--- config.mk ---
export PLATFORM = sky130hd
export DESIGN_NAME = serial_peer_port
export DESIGN_NICKNAME = d
export VERILOG_FILES = /design/src/rtl/serial_peer_port.sv
export SDC_FILE = /design/constraint.sdc
export NUM_CORES = 1
export LEC_CHECK = 0
export BUFFER_PORTS_ARGS = -buffer_cell sky130_fd_sc_hd__buf_2
export CAP_MARGIN = 20
export CORE_ASPECT_RATIO = 1.75
export CORE_MARGIN = 3
export CORE_UTILIZATION = 35
export CTS_BUF_LIST = sky130_fd_sc_hd__clkbuf_4 sky130_fd_sc_hd__clkbuf_8
export DETAILED_ROUTE_END_ITERATION = 16
export SYNTH_ARGS = -nofsm -noshare
export SYNTH_HDL_FRONTEND = slang
export SYNTH_SLANG_ARGS = --single-unit
--- constraint.sdc ---
create_clock -name clk -period 2.99 [get_ports clk]
set_clock_uncertainty 0.15 [all_clocks]
set_input_delay 0.598 -clock clk [delete_from_list [all_inputs] [get_ports clk]]
set_output_delay 0.598 -clock clk [all_outputs]
set_load 0.03 [all_outputs]
--- src/rtl/serial_peer_port.sv ---
// serial_peer_port: far-end responder rebuilding words from the master's tx link and shifting words back on its rx link
// Optional SERIAL_PEER_GLITCH_FILTER_EN adds a 3-sample majority filter after the synchronisers.
module serial_peer_port #(
  parameter int DATA_WIDTH_BASE = 5,
  parameter int SYNC_STAGES = 2
) (
  input  logic clk,
  input  logic rst,
  input  logic sck_in,
  input  logic sdi,
  input  logic latch_in,
  output logic [2**DATA_WIDTH_BASE-1:0] rx_data,
  output logic rx_valid,
  output logic frame_err,
  input  logic sck_rd,
  output logic sdo,
  input  logic [2**DATA_WIDTH_BASE-1:0] tx_data,
  input  logic tx_load,
  output logic tx_ready,
  output logic tx_done,
  output logic tx_underrun
);
  localparam int W = 2**DATA_WIDTH_BASE;
  localparam int CW = DATA_WIDTH_BASE + 1;
  typedef enum logic [1:0] {IDLE, ARMED, SHIFT} state_t;
  state_t state, state_n;
  logic [SYNC_STAGES-1:0][3:0] sy;
  logic [3:0] cur, sync_q, sync_qq, rise, fall;
  logic [W-1:0] rx_sh, rx_sh_n, tx_sh;
  logic [CW-1:0] rx_cnt, rx_cnt_n, tx_cnt;
  logic done_n, under_n, last_rise;
  // lane order: 0 sck_in, 1 sdi, 2 latch_in, 3 sck_rd
  always_ff @(posedge clk)
    if (!rst) begin
      sy <= '0;
      sync_q <= '0;
      sync_qq <= '0;
    end else begin
      sy <= {sy[SYNC_STAGES-2:0], sck_rd, latch_in, sdi, sck_in};
      sync_q <= cur;
      sync_qq <= sync_q;
    end
`ifdef SERIAL_PEER_GLITCH_FILTER_EN
  logic [3:0] f0, f1, f2;
  always_ff @(posedge clk)
    if (!rst) begin
      f0 <= '0;
      f1 <= '0;
      f2 <= '0;
    end else begin
      f0 <= sy[SYNC_STAGES-1];
      f1 <= f0;
      f2 <= f1;
    end
  assign cur = (f0 & f1) | (f0 & f2) | (f1 & f2);
`else
  assign cur = sy[SYNC_STAGES-1];
`endif
  assign rise = sync_q & ~sync_qq;
  assign fall = ~sync_q & sync_qq;
  // a same-cycle sck rise is folded in before the latch is judged
  assign rx_sh_n = rise[0] ? {rx_sh[W-2:0], sync_q[1]} : rx_sh;
  assign rx_cnt_n = (rise[0] && rx_cnt != CW'(W + 1)) ? rx_cnt + 1'b1 : rx_cnt;
  always_ff @(posedge clk)
    if (!rst) begin
      rx_data <= '0;
      rx_sh <= '0;
      rx_cnt <= '0;
      rx_valid <= 1'b0;
      frame_err <= 1'b0;
    end else begin
      rx_sh <= rx_sh_n;
      rx_cnt <= rise[2] ? '0 : rx_cnt_n;
      rx_valid <= rise[2] && rx_cnt_n == CW'(W);
      frame_err <= rise[2] && rx_cnt_n != CW'(W);
      if (rise[2] && rx_cnt_n == CW'(W)) rx_data <= rx_sh_n;
    end
  assign tx_ready = state == IDLE;
  assign last_rise = state == SHIFT && rise[3] && tx_cnt == CW'(W - 1);
  always_comb begin
    state_n = state;
    done_n = 1'b0;
    under_n = 1'b0;
    state_n = (state == IDLE && tx_load) ? ARMED :
              (state == ARMED && rise[3]) ? SHIFT :
              last_rise ? IDLE : state;
    done_n = last_rise;
    under_n = state == IDLE && rise[3];
  end
  always_ff @(posedge clk)
    if (!rst) begin
      state <= IDLE;
      tx_sh <= '0;
      tx_cnt <= '0;
      sdo <= 1'b0;
      tx_done <= 1'b0;
      tx_underrun <= 1'b0;
    end else begin
      state <= state_n;
      tx_done <= done_n;
      tx_underrun <= under_n;
      if (state == IDLE && tx_load) begin
        tx_sh <= tx_data;
        sdo <= tx_data[W-1];
        tx_cnt <= '0;
      end else if (state == IDLE && rise[3]) sdo <= 1'b0;
      if (state != IDLE && rise[3]) tx_cnt <= tx_cnt + 1'b1;
      // sdo always mirrors tx_sh MSB, so a fall exposes the next bit
      if (state == SHIFT && fall[3]) begin
        tx_sh <= tx_sh << 1;
        sdo <= tx_sh[W-2];
      end
    end
endmodule

==> qor.yml <==
row_count: 57
pwr-share-clk: 0.453
track_usage: 0.133
drt_first_iter_violations: 102
boundaryPins: 77
grt_start_max_net_pins: 57
synth_edf_count: 0
postSynthRegisterBits: 129
cts.htree.levels: 4
max_cap_viol_count: 0
seq_area_mm2: 0.00258
antenna_found_initial: 0
critical-path-top-delay-family: "compound AO/OA/AOI/OAI gates"
yosys.cell_types.count: 41
fin_setup_tns_ns: 0
start_kind: "flip-flop"
number_of_buffers_inserted_by_post_cts_setup_repair: 0
sequential_power_share: 0.500
post_cts_resize_count: 0
viasPerCell: 4.78
postSynthNetCount: 531
layout-area-overhead-vs-synth_pct: 18.9
die_w_um: 96.8
power-per-cell-area_mw_per_mm2: 591
cts_hold_buf: 0
clock_buffer_count_from_cts: 17
timing.final.crit_period_ns: 2.68
max_clock_freq_mhz: 373
yosysWarningCount: 0
layout-drive-gt1-share: 0.268
report.power.total_mw: 3.55
grt_pass1_vias: 3672
fillers: 1392
slowest_stage: "sky130_fd_sc_hd__dfxtp_1"
setup_viol_count_final: 0
cp_slowest_stage_delay_ns: 0.49
core_mm2: 0.0140
firstDrtPassIters: 5
multi_input_comb_area_mm2: 0.00231
cell_area_after_technology_mapping_mm2: 0.00505
hold_viol_final: 0
detailed_place_hpwl_mm: 6.81
most_used_flip_flop_cell_after_synthesis: "sky130_fd_sc_hd__dfxtp_1"
mostFrequentLayoutCell: "sky130_fd_sc_hd__dfxtp_1"
finalCritPeriodShare: 0.897
synth_area_per_cell_um2: 10.3
unrepaired_setup_endpoints_after_global_routing: "false"
placement.io_buffers: 76
cp_data_arrival_time_ns: 2.83
path_max_fanout: 22
ctsRootBufferMaster: "sky130_fd_sc_hd__clkbuf_8"
antenna_cells: 0
worst_hold_path_type: "primary input to flip-flop"
status: "finished clean"
cts_num_sinks: 129
critical_path_buf_inv_count: 1
totalWireLength_mm: 10.2
synthCells: 489
required_worst_endpoint_ns: 3.14
seq_area_frac_synth: 0.511
power_frac_comb: 0.047
drt.antenna.violating_nets: 0
clock_pin_slew_reported_for_the_worst_setup_and_hold_paths_after_clock_tree_synthesis_ns: 0.07
leakagePower_nw: 2.55
ctsLongestPathBuffers: 2
vias: 3570
global_route_wire_length_before_repair_mm: 17.4
power.share.switching: 0.224
internal-power_mw: 2.75
most_frequent_cells_in_the_layout: "sky130_fd_sc_hd__dfxtp_1 (129), sky130_fd_sc_hd__buf_2 (76), sky130_fd_sc_hd__and2_1 (51)"
critPathCaptureType: "flip-flop"
crit_path_cell_trace: "ha_1 > nand3b_4 > o31a_1 > o32ai_4 > nand4_4 > buf_12 > mux2_4"
p_sw_mw: 0.795
tritoncts: "done"
routedWlPerCell_um: 13.7
finish.net_count: 600
synthArstFlopShare: 0
drcViolationCount: 0
die-area_mm2: 0.0160
die-height_um: 165
max_rail_drop_vdd_mv: 0.310
gp_routability_congestion: 0.728
slew_headroom: 0.542
critPathKind: "flip-flop to flip-flop"
maxSlewViolCount: 0
max_slew.worst_pin.slew_ns: 0.687
globalRoute.totalOverflow: 0
worst_skew_pair.late_latency_ns: 0.42
initial_core_util: 0.361
[cells in the mapped netlist (all sizes together) (2+ instances only)]
library cell / number / area (µm²)
nand3b: 3 / 35.0
a21boi: 2 / 15.0
or3: 2 / 12.5
nor2: 50 / 188
xor2: 3 / 26.3
a22oi: 31 / 233
mux2i: 35 / 350
dfxtp: 129 / 2580
nor3: 4 / 20.0
nand3: 5 / 25.0
ha: 3 / 37.5
buf: 10 / 70.1
inv: 2 / 7.51
xnor2: 2 / 17.5
and2: 51 / 319
mux2: 32 / 473
nand2: 37 / 139
nand4: 3 / 40.0
clkbuf: 23 / 86.3
a21oi: 36 / 180
nor2b: 4 / 25.0
nand2b: 5 / 31.3
o21ai: 7 / 35.0
[metal layers]
metal,vias up,global-route usage,routed length (µm)
met3,11,0.0418,471
met4,0,0.0575,125
li1,1822,-,-
met5,-,0,0
met2,77,0.229,5110
met1,1660,0.153,4520
[power by group through the flow]
stage,logic [mW],clock network [mW],registers [mW]
after detailed placement,0.170,0,1.81
final,0.168,1.61,1.77
after global placement,0.167,0,1.81
after floorplan,0.114,0,1.81
after global routing,0.187,1.74,1.78
after CTS,0.171,1.67,1.77
[layout make-up]
class | count | share of cell area
flip-flops and latches | 129 | 0.430
clock buffers | 18 | 0.0413
repair buffers | 83 | 0.0742
inverters | 2 | 0.00125
clock inverters | 13 | 0.0310
multi-input cells | 325 | 0.385
well taps | 177 | 0.0369
[flip-flops by register name, summed over array words and instances, names as in the netlist]
register,count
rx_data,32
rx_sh,32
tx_sh,31
rx_cnt,6
tx_cnt,6
cur,4
sy,4
sync_q,4
sync_qq,3
state,2
frame_err,1
rx_valid,1
sdo,1
tx_done,1
tx_underrun,1
[stage by stage]
stage                     setup WS (ns)  cells  hold slack [ns]  utilization  cell area, µm²
after global routing              0.193    747            0.204        0.430            6010
final                             0.308    747            0.232        0.430            6010
after CTS                         0.276    747            0.195        0.430            6010
after floorplan                   0.726    489            0.262            -            5050
after detailed placement          0.295    716            0.270        0.399            5570
after global placement            0.396    716            0.266        0.399            5570
[cell families after synthesis]
| kind of cell | after synthesis | synth area share |
|---|---|---|
| AOI/OAI and AO/OA | 84 | 0.109 |
| xor gates and xnor gates | 5 | 0.00867 |
| adders and majority gates | 3 | 0.00743 |
| buffers and inverters | 35 | 0.0324 |
| DFF | 129 | 0.511 |
| muxes | 67 | 0.163 |
| and+or+nand+nor | 166 | 0.168 |
[final timing paths]
path / from / endpoint / slack, ns / depth (start not counted)
worst max-delay path: rx_cnt[0] / rx_data[30] / 0.31 / 7
worst min register to register: cur[3] / sync_q[3] / 0.28 / 1
worst max register to register: rx_cnt[0] / rx_data[30] / 0.31 / 7
worst min-delay path: sck_rd / sy[3] / 0.23 / 2
Note: power is estimated with default switching activity, not from simulation.
